==> src/rtl/cu_branch_sequencer_if.sv <==
// Sequencer-facing bundle: control inputs, microcode ROM fields and sequencer status.
// Purely combinational wiring; no latency, no backpressure of its own.
interface cu_branch_sequencer_if #(
    parameter int ADDR_W = 8
);
    logic              start;
    logic              stall;
    logic              z_in;
    logic              z_load;
    logic [1:0]        cond_sel;
    logic [ADDR_W-1:0] br_target;
    logic              halt;
    logic [ADDR_W-1:0] upc;
    logic              running;
    logic              taken;
    logic              z_flag;
    logic              done;
    logic [15:0]       branch_cnt;

    modport master (
        output start, stall, z_in, z_load, cond_sel, br_target, halt,
        input  upc, running, taken, z_flag, done, branch_cnt
    );

    modport slave (
        input  start, stall, z_in, z_load, cond_sel, br_target, halt,
        output upc, running, taken, z_flag, done, branch_cnt
    );
endinterface

==> src/rtl/cu_branch_sequencer.sv <==
// Micro-program sequencer: owns the micro-PC, zero flag and taken-branch counter.
// Latency: one microinstruction commits per unstalled RUN cycle; done pulses one edge after END.
// Backpressure: stall freezes upc, z_flag and branch_cnt; start is honoured only when idle.
module cu_branch_sequencer #(
    parameter int                ADDR_W     = 8,
    parameter logic [ADDR_W-1:0] START_ADDR = '0
) (
    input  logic                  clk,
    input  logic                  rst_n,
    cu_branch_sequencer_if.slave  bus
);

    typedef enum logic [1:0] {
        ST_IDLE = 2'd0,
        ST_RUN  = 2'd1,
        ST_DONE = 2'd2
    } state_e;

    state_e            state_q, state_d;
    logic [ADDR_W-1:0] upc_q, upc_d;
    logic              z_flag_q, z_flag_d;
    logic [15:0]       branch_cnt_q, branch_cnt_d;
    logic              taken;

    // Branch decision always looks at the registered flag, never the live ALU result.
    always_comb begin
        taken = 1'b0;
        if (state_q == ST_RUN) begin
            case (bus.cond_sel)
                2'd1:    taken = z_flag_q;
                2'd2:    taken = ~z_flag_q;
                2'd3:    taken = 1'b1;
                default: taken = 1'b0;
            endcase
        end
    end

    always_comb begin
        state_d      = state_q;
        upc_d        = upc_q;
        z_flag_d     = z_flag_q;
        branch_cnt_d = branch_cnt_q;
        case (state_q)
            ST_IDLE: begin
                if (bus.start) begin
                    state_d      = ST_RUN;
                    upc_d        = START_ADDR;
                    z_flag_d     = 1'b0;
                    branch_cnt_d = '0;
                end
            end
            ST_RUN: begin
                if (!bus.stall) begin
                    if (bus.z_load) begin
                        z_flag_d = bus.z_in;
                    end
                    // END wins over any branch encoding; upc keeps the END address.
                    if (bus.halt) begin
                        state_d = ST_DONE;
                    end else if (taken) begin
                        upc_d = bus.br_target;
                        if (branch_cnt_q != 16'hFFFF) begin
                            branch_cnt_d = branch_cnt_q + 16'd1;
                        end
                    end else begin
                        upc_d = upc_q + {{(ADDR_W-1){1'b0}}, 1'b1};
                    end
                end
            end
            ST_DONE: begin
                state_d = ST_IDLE;
            end
            default: begin
                state_d = ST_IDLE;
            end
        endcase
    end

    always_ff @(posedge clk or negedge rst_n) begin
        if (!rst_n) begin
            state_q      <= ST_IDLE;
            upc_q        <= START_ADDR;
            z_flag_q     <= 1'b0;
            branch_cnt_q <= '0;
        end else begin
            state_q      <= state_d;
            upc_q        <= upc_d;
            z_flag_q     <= z_flag_d;
            branch_cnt_q <= branch_cnt_d;
        end
    end

    assign bus.upc        = upc_q;
    assign bus.running    = (state_q == ST_RUN);
    assign bus.taken      = taken;
    assign bus.z_flag     = z_flag_q;
    assign bus.done       = (state_q == ST_DONE);
    assign bus.branch_cnt = branch_cnt_q;

endmodule

==> src/flat_wrapper.sv <==
// flat-port wrapper written by rule: the top's interface ports become plain ports
module cu_branch_sequencer_flat 
#(
    parameter int                ADDR_W     = 8,
    parameter logic [ADDR_W-1:0] START_ADDR = '0
)
  (clk, rst_n, bus_start, bus_stall, bus_z_in, bus_z_load, bus_cond_sel, bus_br_target, bus_halt, bus_upc, bus_running, bus_taken, bus_z_flag, bus_done, bus_branch_cnt);
  cu_branch_sequencer_if #(.ADDR_W(ADDR_W)) bus_i ();
  input  logic clk;
  input  logic rst_n;
  input wire logic [$bits(bus_i.start)-1:0] bus_start;
  input wire logic [$bits(bus_i.stall)-1:0] bus_stall;
  input wire logic [$bits(bus_i.z_in)-1:0] bus_z_in;
  input wire logic [$bits(bus_i.z_load)-1:0] bus_z_load;
  input wire logic [$bits(bus_i.cond_sel)-1:0] bus_cond_sel;
  input wire logic [$bits(bus_i.br_target)-1:0] bus_br_target;
  input wire logic [$bits(bus_i.halt)-1:0] bus_halt;
  output wire logic [$bits(bus_i.upc)-1:0] bus_upc;
  output wire logic [$bits(bus_i.running)-1:0] bus_running;
  output wire logic [$bits(bus_i.taken)-1:0] bus_taken;
  output wire logic [$bits(bus_i.z_flag)-1:0] bus_z_flag;
  output wire logic [$bits(bus_i.done)-1:0] bus_done;
  output wire logic [$bits(bus_i.branch_cnt)-1:0] bus_branch_cnt;
  assign bus_i.start = bus_start;
  assign bus_i.stall = bus_stall;
  assign bus_i.z_in = bus_z_in;
  assign bus_i.z_load = bus_z_load;
  assign bus_i.cond_sel = bus_cond_sel;
  assign bus_i.br_target = bus_br_target;
  assign bus_i.halt = bus_halt;
  assign bus_upc = bus_i.upc;
  assign bus_running = bus_i.running;
  assign bus_taken = bus_i.taken;
  assign bus_z_flag = bus_i.z_flag;
  assign bus_done = bus_i.done;
  assign bus_branch_cnt = bus_i.branch_cnt;
  cu_branch_sequencer #(.ADDR_W(ADDR_W), .START_ADDR(START_ADDR)) u_core (.clk(clk), .rst_n(rst_n), .bus(bus_i));
endmodule
==> config.mk <==
export PLATFORM = sky130hd
export DESIGN_NAME = cu_branch_sequencer_flat
export DESIGN_NICKNAME = d
export VERILOG_FILES = /design/src/rtl/cu_branch_sequencer_if.sv /design/src/rtl/cu_branch_sequencer.sv /design/src/flat_wrapper.sv
export SDC_FILE = /design/constraint.sdc
export NUM_CORES = 1
export LEC_CHECK = 0
export ABC_AREA = 1
export BUFFER_PORTS_ARGS = -buffer_cell sky130_fd_sc_hd__buf_2
export CAP_MARGIN = 20
export CELL_PAD_IN_SITES_DETAIL_PLACEMENT = 1
export CELL_PAD_IN_SITES_GLOBAL_PLACEMENT = 2
export CORE_ASPECT_RATIO = 1.2
export CORE_MARGIN = 2
export CORE_UTILIZATION = 28
export DETAILED_ROUTE_END_ITERATION = 10
export HOLD_SLACK_MARGIN = 0.12
export PLACE_DENSITY_LB_ADDON = 0.08
export SLEW_MARGIN = 40
export SYNTH_ARGS = -nofsm -noshare
export SYNTH_HDL_FRONTEND = slang
export SYNTH_SLANG_ARGS = --single-unit
==> constraint.sdc <==
create_clock -name clk -period 1.6 [get_ports clk]
set_input_delay 0.08 -clock clk [delete_from_list [all_inputs] [get_ports clk]]
set_output_delay 0.08 -clock clk [all_outputs]
set_load 0.02 [all_outputs]
# [Word level (Yosys, flattened, before mapping)]
# Index checks and enable logic that the tools add are counted.
[op_classes] eq_ne=13 div=0 n_bitwise=1 n_reduce_logical=6 muxes=21 magnitude_cmp=0 n_addsub=2 shift=0 n_mul=0
[ops] cell="16-bit 2-to-1 mux" count=5
[ops] cell="8-bit 2-to-1 mux" count=4
[ops] cell="16-bit case mux with 2 select lines" count=1
[ops] cell="16-bit by 1-bit adder with 16-bit output, second input constant" count=1
[ops] cell="16-bit != test, second input constant" count=1
[ops] cell="8-bit case mux with 2 select lines" count=1
[ops] cell="2-bit != test, second input constant" count=5
[ops] cell="8-bit by 1-bit adder with 8-bit output, second input constant" count=1
[ops] cell="4-bit AND reduction" count=2
[ops] cell="2-bit == test, second input constant" count=3
[ops] cell="2-bit 2-to-1 mux" count=3
[ops] cell="6-bit AND reduction" count=1
[ops] cell="2-bit by 1-bit == test with 1-bit output, second input constant" count=2
[ops] cell="1-bit 2-to-1 mux" count=4
[ops] cell="2-bit by 1-bit != test with 1-bit output, second input constant" count=2
[ops] cell="2-bit case mux with 2 select lines" count=1
[ops] cell="1-bit case mux with 3 select lines" count=1
[ops] cell="3-bit AND reduction" count=1
[ops] cell="2-bit zero test" count=1
[ops] cell="1-bit case mux with 2 select lines" count=1
[ops] cell="2-bit nonzero test" count=1
[ops] cell="1-bit inverter" count=1
[word_totals] rom_bits=0 latch_bits=0 input_bits=17 output_inout_bits=28 register_bits=27 mem_count=0 ramBits=0

# [Logic depth before layout (Yosys ltp)]
[depth] word_depth=7 mapped_depth=10

# [Least setup slack after synthesis]
# No wires, ideal clock.
[synth_timing] path_kind="reg-to-reg" from="register u_core.branch_cnt_q[1] (netlist: u_core.bus.branch_cnt[1])" to="register u_core.branch_cnt_q[5] (netlist: u_core.bus.branch_cnt[5])" setup_ns=0.117 stages_incl_launch_ff=10 t_arrival_ns=1.421 path_buffers=1 slack_ns=0.062 path_cell_list="dfrtp_1 ha_1 nand3_1 nor2_2 nand3_1 nand3_1 nor2_2 buf_6 nand2_1 nand2_1"
[synth_via] elab_chain_cells=6 elab_cells_between_ends=9
[synth_lines] element="from (decl)" line="cu_branch_sequencer.sv:22" source="logic [15:0] branch_cnt_q, branch_cnt_d;"
[synth_lines] element="from (signal assigned)" line="cu_branch_sequencer.sv:89" source="branch_cnt_q <= branch_cnt_d;"
[synth_lines] element="16-bit by 1-bit adder with 16-bit output" line="cu_branch_sequencer.sv:63" source="branch_cnt_d = branch_cnt_q + 16'd1;"
[synth_lines] element="16-bit 2-to-1 mux" line="cu_branch_sequencer.sv:62" source="if (branch_cnt_q != 16'hFFFF) begin"
[synth_lines] element="16-bit 2-to-1 mux" line="cu_branch_sequencer.sv:60" source="end else if (taken) begin"
[synth_lines] element="16-bit 2-to-1 mux" line="cu_branch_sequencer.sv:58" source="if (bus.halt) begin"
[synth_lines] element="16-bit 2-to-1 mux" line="cu_branch_sequencer.sv:53" source="if (!bus.stall) begin"
[synth_lines] element="16-bit case mux with 2 select lines" line="cu_branch_sequencer.sv:43" source="case (state_q)"
# Several ways; a longest one is shown, not always the timed one. The select of a mux whose other input is x is not followed.
# A chain may end at the register's enable or synchronous reset.

# [Worst setup path in the final report]
[layout_timing] from="register u_core.state_q[0]" to="register u_core.branch_cnt_q[7] (netlist: u_core.bus.branch_cnt[7])"
[layout_via] elab_chain_cells=4 elab_cells_between_ends=11
[layout_lines] element="from (decl)" line="cu_branch_sequencer.sv:19" source="state_e state_q, state_d;"
[layout_lines] element="from (signal assigned)" line="cu_branch_sequencer.sv:86" source="state_q <= state_d;"
[layout_lines] element="2-bit by 1-bit == test with 1-bit output" line="cu_branch_sequencer.sv:28, cu_branch_sequencer.sv:43"
[layout_lines] element="1-bit 2-to-1 mux" line="cu_branch_sequencer.sv:28" source="if (state_q == ST_RUN) begin"
[layout_lines] element="2-bit by 1-bit != test with 1-bit output (no source line)"
[layout_lines] element="6-bit AND reduction (no source line)"
# Several ways; a longest one is shown, not always the timed one.

==> impl_metrics.toml <==
[layout]
nFillCells = 824
nNetsFinal = 374
drive_gt1_frac = 0.285
syn_to_final_growth_pct = 43.7
antennaDiodeCount = 0
final_cells = 436
finalCoreUtilization = 0.418

[job]
drv_cap = 0

[global_route]
grt_pass1_wl_um = 10100
grt_overflow = 0
grt_usage = 0.179
antenna_found_initial = 0
grt_pass1_vias = 2117
grt_max_degree = 28

[setup_path]
criticalPathCategory = "reg -> reg"
r2r_start = "u_core.state_q[0]"
crit_path_start = "u_core.state_q[0]"
critPathCaptureType = "register"
start_kind = "register"
ff2ff_setup_slack_ns = 0.13
worst-path-max-fanout = 14
crit_end = "u_core.bus.branch_cnt[7]"
r2r_cells = 9
r2r-end = "u_core.bus.branch_cnt[7]"
cp.arrival_ns = 1.70
required_ns = 1.82

[logic_synthesis]
synth_top_area_cell = "dfrtp_1"
synth_area_um2 = 1760
synthArstFlopShare = 1.00
synth_cells = 266
yosys.cell_types.count = 25
synth_edf_count = 0
syn_avg_cell_area_um2 = 6.62
syn-num-nets = 285
ys_seq_area_frac = 0.384
synth-main-ff-cell = "dfrtp_1"
ys_seq_elements = 27
synthTopCellsByArea = "dfrtp_1, nand2_1, nor2_1, nand3_1, inv_1"
synth.top_cell.area_share = 0.384
yosys_warnings = 0

[die]
coreArea_um2 = 6050
start_util = 0.291
dieHeight_um = 90.9
num_io_pins = 45
fp.dieW_um = 76.4
die_area_um2 = 6940
num_rows = 31

[routing]
firstDrtPassIters = 4
drcViolationCount = 0
wire_per_inst_um = 13.6
via_per_inst = 4.65
drtAntennaViolNets = 0
drt_iter0_drc = 37
vias = 2026
wl_um = 5920

[sta]
period_minus_slack_ns = 1.47
max-slew-margin-rel = 0.561
worst_clock_skew_ns = 0.00716
rsz0062_at_grt = "yes"
finalMaxSlewViolations = 0
timing.fmax_mhz = 680
fin_crit_sh = 0.919
setup_viol = 0
tightest_slew_ns = 0.659
fin_hold_ws_ns = 0.116
hold_viol = 0
final.setup.tns_ns = 0

[clock_tree]
clock-root-buffer = "clkbuf_8"
clock_path_buffers = 2
insertion_delay_ns = 0.28
numCtsBuffers = 3
clkSlewWorstSetupHoldPaths_ns = 0.10
htree_levels = 1
cts_tree = "built"
cts.sinks = 27

[power_and_ir_drop]
vdd_ir_drop_max_uv = 577
p_leak_uw = 0.00135
powerDensity_nw_per_um2 = 1320

[place]
dpl.hpwl_um = 4470
io_buffers = 44
gp_congestion = 0.778
placed_cells = 415

[outcome]
status = "finished, final reports clean"

[hold_path]
hold_path_class = "in -> reg"
==> cells in the mapped netlist, types with 2 or more instances <==
master    instances
dfrtp_1          27
nand2_1         102
o21ai_0          15
o21ai_1           2
a21oi_1           7
nor2_1           41
buf_6             3
o211ai_1          3
xor2_1            3
nor2_2            3
ha_1              2
nor3_1            4
nand3_1          17
nand4_1           3
inv_1            21
inv_2             4
==> flip-flops by register name, summed over array words and instances, names as in the netlist <==
register / cells
u_core.state_q: 2
u_core.bus.branch_cnt: 16
u_core.bus.upc: 8
u_core.bus.z_flag: 1
==> metal layers <==
metal  vias to the layer above  routed length [µm]  track usage  part of all wire
met1                       977                2490        0.203              0.42
met5                         -                   0            0                 0
li1                       1016                   -            -                 -
met4                         0                  58       0.0455            0.0098
met2                        29                3270        0.355              0.55
met3                         4                  96       0.0150             0.016
==> worst min path at each step <==
| stage | endpoint | depth (start not counted) | slack, ns | from |
|---|---|---|---|---|
| after floorplan | u_core.bus.branch_cnt[0] | 0 | -0.22 | rst_n |
| after global placement | u_core.bus.branch_cnt[14] | 1 | 0.15 | rst_n |
| after detailed placement | u_core.bus.branch_cnt[14] | 1 | 0.16 | rst_n |
| after CTS | u_core.bus.upc[1] | 3 | 0.12 | bus_br_target[1] |
| after global routing | u_core.bus.upc[1] | 3 | 0.13 | bus_br_target[1] |
| final | u_core.bus.upc[1] | 3 | 0.12 | bus_br_target[1] |
==> cell type report <==
type                    instances  area [µm²]  share of cell area
repair buffers                 88         614               0.243
clock buffers                   4        45.0              0.0178
flip-flops and latches         27         676               0.267
inverters                      25        93.8              0.0371
well taps                      82         103              0.0406
multi-input cells             210         998               0.395
==> timing repair <==
| item | 4_1_cts | 5_1_grt |
|---|---|---|
| gates cloned | 0 | 1 |
| pin swaps | 1 | 2 |
| buffers inserted | 3 | 3 |
| gates resized for setup | 1 | 18 |
| endpoints found under the setup margin | 15 | 20 |
| hold endpoints to repair | 36 | 0 |
| hold buffers | 10 | 0 |
==> power breakdown <==
group          internal, µW  switching [µW]
clock network           179             244
registers               812             130
logic                   777            1190
==> metrics by stage <==
step           setup slack (ns)  total power, µW  cell area (µm²)
3_5_place_dp             -0.145             2610             2260
6_report                  0.129             3330             2530
2_1_floorplan            0.0622             1980             1760
4_1_cts                 0.00701             3150             2430
3_3_place_gp             -0.102             2600             2260
5_1_grt                 -0.0366             3620             2530
==> critical path, stage by stage, from the launching register on <==
cell and delay (ns):
dfrtp_1 0.40, inv_2 0.12, nor2_4 0.07, buf_4 0.14
nand3_1 0.13, nand3_1 0.14, nor2_4 0.15, buf_12 0.15
nand2_1 0.06, nand2_1 0.06
==> cell families after synthesis <==
group	synth area share
compound gates	0.104
xor+xnor	0.0199
fa+ha+maj	0.0142
buf+inv	0.0753
flops	0.384
simple gates	0.403
==> placed cells by master (no fill, tap or decap), drive strengths merged <==
cell | netlist | layout
nand2 | 103 | 103
buf | 4 | 78
nor2 | 45 | 45
dfrtp | 27 | 27
inv | 25 | 25
o21ai | 18 | 18
nand3 | 17 | 17
dlygate4sd3 | 0 | 10
a21oi | 8 | 8
nand4 | 4 | 4
nor3 | 4 | 4
clkbuf | 0 | 4
o211ai | 3 | 3
xor2 | 3 | 3
ha | 2 | 2
o21a | 1 | 1
o21bai | 1 | 1
xnor2 | 1 | 1
No activity file was read; power rests on OpenSTA's default activity.
